==> src/rtl/branch_info_queue_pkg.sv <==
// Shared front-end constants and the branch-queue entry record.
package branch_info_queue_pkg;

  localparam int unsigned INST_MEM_WIDTH = 32;
  localparam int unsigned GH_WIDTH       = 8;
  localparam int unsigned PATTERN_WIDTH  = 8;
  localparam int unsigned BQ_DEPTH       = 8;

  typedef struct packed {
    logic [PATTERN_WIDTH-1:0] pattern;
    logic [1:0]               prediction;
  } bq_entry_t;

  // Bit 1 of a 2-bit PHT counter is the predicted direction.
  function automatic logic is_mispredict(input logic [1:0] prediction, input logic taken);
    return prediction[1] != taken;
  endfunction

endpackage

==> src/rtl/branch_info_queue_if.sv <==
// Fetch/resolve/commit signal bundle between the fetch unit and the branch queue.
interface branch_info_queue_if #(
  parameter int unsigned BQ_DEPTH      = branch_info_queue_pkg::BQ_DEPTH,
  parameter int unsigned PATTERN_WIDTH = branch_info_queue_pkg::PATTERN_WIDTH
);
  localparam int unsigned CNT_W = $clog2(BQ_DEPTH) + 1;

  logic                     enq_valid;
  logic [PATTERN_WIDTH-1:0] enq_pattern;
  logic [1:0]               enq_prediction;
  logic                     full;
  logic                     resolve_valid;
  logic                     resolve_taken;
  logic                     commit_b;
  logic [PATTERN_WIDTH-1:0] pattern_end;
  logic [1:0]               prediction_end;
  logic                     failure;
  logic [CNT_W-1:0]         count;
  logic                     err;

  modport master (
    output enq_valid, enq_pattern, enq_prediction, resolve_valid, resolve_taken,
    input  full, commit_b, pattern_end, prediction_end, failure, count, err
  );

  modport slave (
    input  enq_valid, enq_pattern, enq_prediction, resolve_valid, resolve_taken,
    output full, commit_b, pattern_end, prediction_end, failure, count, err
  );

endinterface

==> src/rtl/branch_info_queue.sv <==
// In-order queue of in-flight conditional branches; pops on resolve, emits a
// predictor-update strobe one cycle later and flushes on a mispredict.
module branch_info_queue #(
  parameter int unsigned BQ_DEPTH      = branch_info_queue_pkg::BQ_DEPTH,
  parameter int unsigned PATTERN_WIDTH = branch_info_queue_pkg::PATTERN_WIDTH
) (
  input logic                clk,
  input logic                reset,
  branch_info_queue_if.slave bq
);
  import branch_info_queue_pkg::*;

  localparam int unsigned PTR_W    = $clog2(BQ_DEPTH);
  localparam int unsigned CNT_W    = $clog2(BQ_DEPTH) + 1;
  localparam int unsigned ENTRY_PW = branch_info_queue_pkg::PATTERN_WIDTH;

  bq_entry_t                mem [BQ_DEPTH];

  logic [PTR_W-1:0]         head_q;
  logic [PTR_W-1:0]         tail_q;
  logic [CNT_W-1:0]         count_q;
  logic                     full_q;
  logic                     err_q;
  logic                     commit_q;
  logic                     failure_q;
  logic [PATTERN_WIDTH-1:0] pattern_q;
  logic [1:0]               prediction_q;

  bq_entry_t                head_entry;
  bq_entry_t                wr_entry;
  logic                     pop_c;
  logic                     mispredict_c;
  logic                     push_c;
  logic                     proto_err_c;
  logic [CNT_W-1:0]         count_nxt;

  // Accept/flush decisions for this cycle; full is the registered flag, so a
  // same-cycle pop never frees a slot for the enqueue.
  always_comb begin
    head_entry        = mem[head_q];
    wr_entry.pattern    = ENTRY_PW'(bq.enq_pattern);
    wr_entry.prediction = bq.enq_prediction;
    pop_c        = bq.resolve_valid && (count_q != '0);
    mispredict_c = pop_c && is_mispredict(head_entry.prediction, bq.resolve_taken);
    push_c       = bq.enq_valid && !full_q && !failure_q && !mispredict_c;
    proto_err_c  = (bq.enq_valid && full_q) || (bq.resolve_valid && (count_q == '0));
    count_nxt    = count_q;
    if (mispredict_c) begin
      count_nxt = '0;
    end else if (push_c && !pop_c) begin
      count_nxt = count_q + CNT_W'(1);
    end else if (pop_c && !push_c) begin
      count_nxt = count_q - CNT_W'(1);
    end
  end

  // Pointer, occupancy and commit-output registers.
  always_ff @(posedge clk) begin
    if (reset) begin
      head_q       <= '0;
      tail_q       <= '0;
      count_q      <= '0;
      full_q       <= 1'b0;
      err_q        <= 1'b0;
      commit_q     <= 1'b0;
      failure_q    <= 1'b0;
      pattern_q    <= '0;
      prediction_q <= '0;
    end else begin
      commit_q  <= pop_c;
      failure_q <= mispredict_c;
      if (pop_c) begin
        pattern_q    <= PATTERN_WIDTH'(head_entry.pattern);
        prediction_q <= head_entry.prediction;
      end
      if (proto_err_c) begin
        err_q <= 1'b1;
      end
      count_q <= count_nxt;
      full_q  <= (count_nxt == CNT_W'(BQ_DEPTH));
      if (mispredict_c) begin
        head_q <= tail_q;
      end else begin
        if (pop_c) begin
          head_q <= head_q + PTR_W'(1);
        end
        if (push_c) begin
          tail_q <= tail_q + PTR_W'(1);
        end
      end
    end
  end

  // Entry storage carries no reset; slots are only read while occupied.
  always_ff @(posedge clk) begin
    if (push_c && !reset) begin
      mem[tail_q] <= wr_entry;
    end
  end

  assign bq.full           = full_q;
  assign bq.err            = err_q;
  assign bq.count          = count_q;
  assign bq.commit_b       = commit_q;
  assign bq.failure        = failure_q;
  assign bq.pattern_end    = pattern_q;
  assign bq.prediction_end = prediction_q;

endmodule

==> src/flat_wrapper.sv <==
// flat-port wrapper written by rule: the top's interface ports become plain ports
module branch_info_queue_flat import branch_info_queue_pkg::*;
#(
  parameter int unsigned BQ_DEPTH      = branch_info_queue_pkg::BQ_DEPTH,
  parameter int unsigned PATTERN_WIDTH = branch_info_queue_pkg::PATTERN_WIDTH
)
  (clk, reset, bq_enq_valid, bq_enq_pattern, bq_enq_prediction, bq_resolve_valid, bq_resolve_taken, bq_full, bq_commit_b, bq_pattern_end, bq_prediction_end, bq_failure, bq_count, bq_err);
  branch_info_queue_if #(.BQ_DEPTH(BQ_DEPTH), .PATTERN_WIDTH(PATTERN_WIDTH)) bq_i ();
  input logic clk;
  input logic reset;
  input wire logic [$bits(bq_i.enq_valid)-1:0] bq_enq_valid;
  input wire logic [$bits(bq_i.enq_pattern)-1:0] bq_enq_pattern;
  input wire logic [$bits(bq_i.enq_prediction)-1:0] bq_enq_prediction;
  input wire logic [$bits(bq_i.resolve_valid)-1:0] bq_resolve_valid;
  input wire logic [$bits(bq_i.resolve_taken)-1:0] bq_resolve_taken;
  output wire logic [$bits(bq_i.full)-1:0] bq_full;
  output wire logic [$bits(bq_i.commit_b)-1:0] bq_commit_b;
  output wire logic [$bits(bq_i.pattern_end)-1:0] bq_pattern_end;
  output wire logic [$bits(bq_i.prediction_end)-1:0] bq_prediction_end;
  output wire logic [$bits(bq_i.failure)-1:0] bq_failure;
  output wire logic [$bits(bq_i.count)-1:0] bq_count;
  output wire logic [$bits(bq_i.err)-1:0] bq_err;
  assign bq_i.enq_valid = bq_enq_valid;
  assign bq_i.enq_pattern = bq_enq_pattern;
  assign bq_i.enq_prediction = bq_enq_prediction;
  assign bq_i.resolve_valid = bq_resolve_valid;
  assign bq_i.resolve_taken = bq_resolve_taken;
  assign bq_full = bq_i.full;
  assign bq_commit_b = bq_i.commit_b;
  assign bq_pattern_end = bq_i.pattern_end;
  assign bq_prediction_end = bq_i.prediction_end;
  assign bq_failure = bq_i.failure;
  assign bq_count = bq_i.count;
  assign bq_err = bq_i.err;
  branch_info_queue #(.BQ_DEPTH(BQ_DEPTH), .PATTERN_WIDTH(PATTERN_WIDTH)) u_core (.clk(clk), .reset(reset), .bq(bq_i));
endmodule
==> config.mk <==
export PLATFORM = sky130hd
export DESIGN_NAME = branch_info_queue_flat
export DESIGN_NICKNAME = d
export VERILOG_FILES = /design/src/rtl/branch_info_queue_pkg.sv /design/src/rtl/branch_info_queue_if.sv /design/src/rtl/branch_info_queue.sv /design/src/flat_wrapper.sv
export SDC_FILE = /design/constraint.sdc
export NUM_CORES = 1
export LEC_CHECK = 0
export ABC_AREA = 1
export BUFFER_PORTS_ARGS = -buffer_cell sky130_fd_sc_hd__clkbuf_2
export CORE_ASPECT_RATIO = 1.25
export CORE_MARGIN = 3
export CORE_UTILIZATION = 40
export CTS_BUF_LIST = sky130_fd_sc_hd__clkbuf_4
export DETAILED_ROUTE_END_ITERATION = 12
export PLACE_DENSITY = 0.63
export REMOVE_ABC_BUFFERS = 1
export SKIP_CTS_REPAIR_TIMING = 1
export SLEW_MARGIN = 25
export SYNTH_ARGS = -nofsm -noshare
export SYNTH_HDL_FRONTEND = slang
export SYNTH_SLANG_ARGS = --single-unit
export TNS_END_PERCENT = 30
==> constraint.sdc <==
create_clock -name clk -period 4.3 [get_ports clk]
set_input_delay 0.43 -clock clk [delete_from_list [all_inputs] [get_ports clk]]
set_output_delay 0.43 -clock clk [all_outputs]
set_load 0.03 [all_outputs]
==> impl_metrics.ini <==
[timing]
fin_skew_ns = 0.0166
fin_tns_setup_ns = 0
relSlewSlack_pct = 46.9
worst_pin_slew_ns = 0.794
period_needed_ns = 3.29
hold_viol = 0
setup_viol = 0
maxSlewViolCount = 0
clock.fmax_mhz = 304
period_share_pct = 76.6
rsz0062_at_grt = false

[worst_setup_path]
start_kind = register
required_ns = 4.40
r2r-end = u_core.mem[3][5]
cp_max_fo = 21
r2r_slack_ns = 1.01
critPathArrivalTime_ns = 3.39
worst_setup_path_end_kind = register
reg2reg_depth = 10
setup.worst_path.class = reg -> reg

[synth]
seq_area_frac_synth_pct = 67.3
avgSynthCellArea_um2 = 11.8
async_flop_share_pct = 0
synth_flop_cell = edfxtp_1
synth-compound-area-share_pct = 12.8
synthXorXnorAreaFrac_pct = 0.601
synth_area_um2 = 4370
synth-seq-cells = 107
synth_warnings = 0
synth.mux.area_fraction_pct = 0
synth_top_family_by_area = simple AND/OR/NAND/NOR gates
yosys.area_share.simple_pct = 13.8
synth_adder_area_share_pct = 1.15
netlist_instances = 369
synth_cell_types = 31
synth-edff-count = 80

[flow_run]
cap_viol_max_count = 0

[power]
p_comb_share_pct = 38.2
p_sw_mw = 1.28
leakagePower_nw = 1.73
p_clk_share_pct = 17.0
ir_drop_uv = 239
internal_power_mw = 1.77
powerDensity_nw_per_um2 = 637
p_seq_share_pct = 44.8
p_sw_share_pct = 42.0

[global_routing]
grt_usage_pct = 19.0
antenna_found_initial = 0
grt_pass1_vias = 2933
globalRouteOverflowTotal = 0
grt_pass1_wl_mm = 16.7
grt_max_degree = 41

[die]
die_area_um2 = 12200
rows = 42
num_io_pins = 33
die_w_um = 99.5
core_um2 = 10600
die_y_um = 123
start_util_pct = 41.2

[detailed_routing]
dr.first_iter.drc_count = 282
routed_via_density = 5.34
via_count = 2865
wl_mm = 10.8
routedWlPerCell_um = 20.2
drc = 0
ant_nets = 0
dr.pass1.iters = 5

[hold_path]
holdPathEnd = u_core.bq.err
min_from = bq_resolve_valid
whs_path_depth = 3
hp-class = in -> reg

[layout]
fin_nets = 419
fin_util_pct = 45.2
areaGrowthSynthToFinish_pct = 9.73
antenna_cells = 0
fin_area_um2 = 4800
drive_above_1_share_pct = 18.8

[clock_tree]
ctsRootBufferMaster = clkbuf_4
worst_skew_pair.late_latency_ns = 0.46
htree_levels = 3
path_clk_slew_ns = 0.16
cts_made_buffers = 9
clock-sinks = 107
clock_path_buffers = 2
tritoncts = built

[placed_design]
dp_hpwl_mm = 7.98
gp_congestion = 0.881
placed_area_um2 = 4650
port-buffer-count = 32

[run_status]
status = complete, no violations
==> worst max-delay path by stage <==
stage,cells past startpoint,startpoint,end,slack [ns]
floorplan,10,register,u_core.mem[0][0],1.07
global placement,10,register,u_core.mem[7][2],1.20
detailed placement,10,register,u_core.mem[7][9],1.06
CTS,10,register,u_core.mem[5][0],1.02
global route,10,register,u_core.mem[1][4],0.66
finish,10,register,u_core.mem[3][5],1.01
==> synth_stat cells, types with 4 or more instances <==
cell type | n | area [um^2]
nand3_1 | 11 | 55.1
nor2_1 | 45 | 169
inv_1 | 24 | 90.1
edfxtp_1 | 80 | 2400
o22ai_1 | 9 | 56.3
inv_2 | 4 | 15.0
nor3_1 | 6 | 30.0
nand3_4 | 4 | 70.1
clkbuf_1 | 12 | 45.0
ha_1 | 4 | 50.1
nand2_1 | 35 | 131
dfxtp_1 | 27 | 541
o21ai_0 | 41 | 205
nand2_4 | 5 | 56.3
o221ai_1 | 9 | 78.8
o211ai_1 | 14 | 105
a21oi_1 | 17 | 85.1
==> cell usage in the layout (no fill, tap or decap), drive strengths merged <==
cell / n
a21oi: 19
buf: 5
bufinv: 1
clkbuf: 41
clkinv: 1
clkinvlp: 3
dfxtp: 27
edfxtp: 80
ha: 4
inv: 30
nand2: 42
nand3: 18
nand4: 1
nor2: 48
nor3: 6
nor3b: 2
o211ai: 14
o21ai: 42
o221ai: 9
o22ai: 9
xor2: 3
==> sequential cells by signal, indices dropped and copies added (netlist names), named ones only <==
signal                    count
u_core.mem                   80
u_core.bq.pattern_end         8
u_core.bq.count               4
u_core.head_q                 3
u_core.tail_q                 3
u_core.bq.prediction_end      2
u_core.bq.commit_b            1
u_core.bq.err                 1
u_core.bq.failure             1
u_core.bq.full                1
==> cells by family after synthesis <==
| family | Yosys count |
|---|---|
| flip-flops | 107 |
| AO/OA/AOI/OAI | 93 |
| XOR/XNOR | 3 |
| buffers and inverters | 45 |
| adder cells (fa/ha/maj) | 4 |
| AND/OR/NAND/NOR | 117 |
==> cell type report <==
class,instances,area [um^2]
inverters,28,105
fillers,1003,5820
multi-input cells,217,1240
well taps,132,165
flip-flops and latches,107,2940
clock buffers,9,67.6
clock inverters,7,76.3
repair buffers,37,198
==> worst max-delay path, stage by stage (launching register included) <==
cell	delay, ns
dfxtp_1	0.79
inv_1	0.43
nand3_1	0.21
nand3_2	0.13
nand2_4	0.13
nand2_4	0.07
nand3_4	0.10
nand2_4	0.10
nor2_2	0.17
nand2_1	0.16
nor2_1	0.64
==> routing by layer <==
layer / wire [um] / vias to the layer above / GRT usage (%)
li1: - / 1382 / -
met3: 457 / 25 / 3.64
met5: 0 / - / 0
met1: 4280 / 1376 / 22.3
met4: 537 / 0 / 11.6
met2: 5550 / 82 / 32.2
==> power by group through the flow <==
stage / logic, mW / registers, mW / clock network [mW]
2_1_floorplan: 0.662 / 1.51 / 0
3_3_place_gp: 1.16 / 1.39 / 0
3_5_place_dp: 1.17 / 1.39 / 0
4_1_cts: 1.17 / 1.37 / 0.533
5_1_grt: 1.28 / 1.39 / 0.579
6_report: 1.17 / 1.37 / 0.521
==> stage by stage <==
stage / setup slack [ns] / cells / total power, mW / hold WS (ns)
global placement: 1.20 / 521 / 2.55 / 0.464
floorplan: 1.07 / 352 / 2.17 / 0.456
global route: 0.662 / 537 / 3.25 / 0.254
detailed placement: 1.06 / 521 / 2.56 / 0.458
CTS: 1.02 / 537 / 3.07 / 0.220
finish: 1.01 / 537 / 3.06 / 0.248
Note: power is estimated with default switching activity, not from simulation.
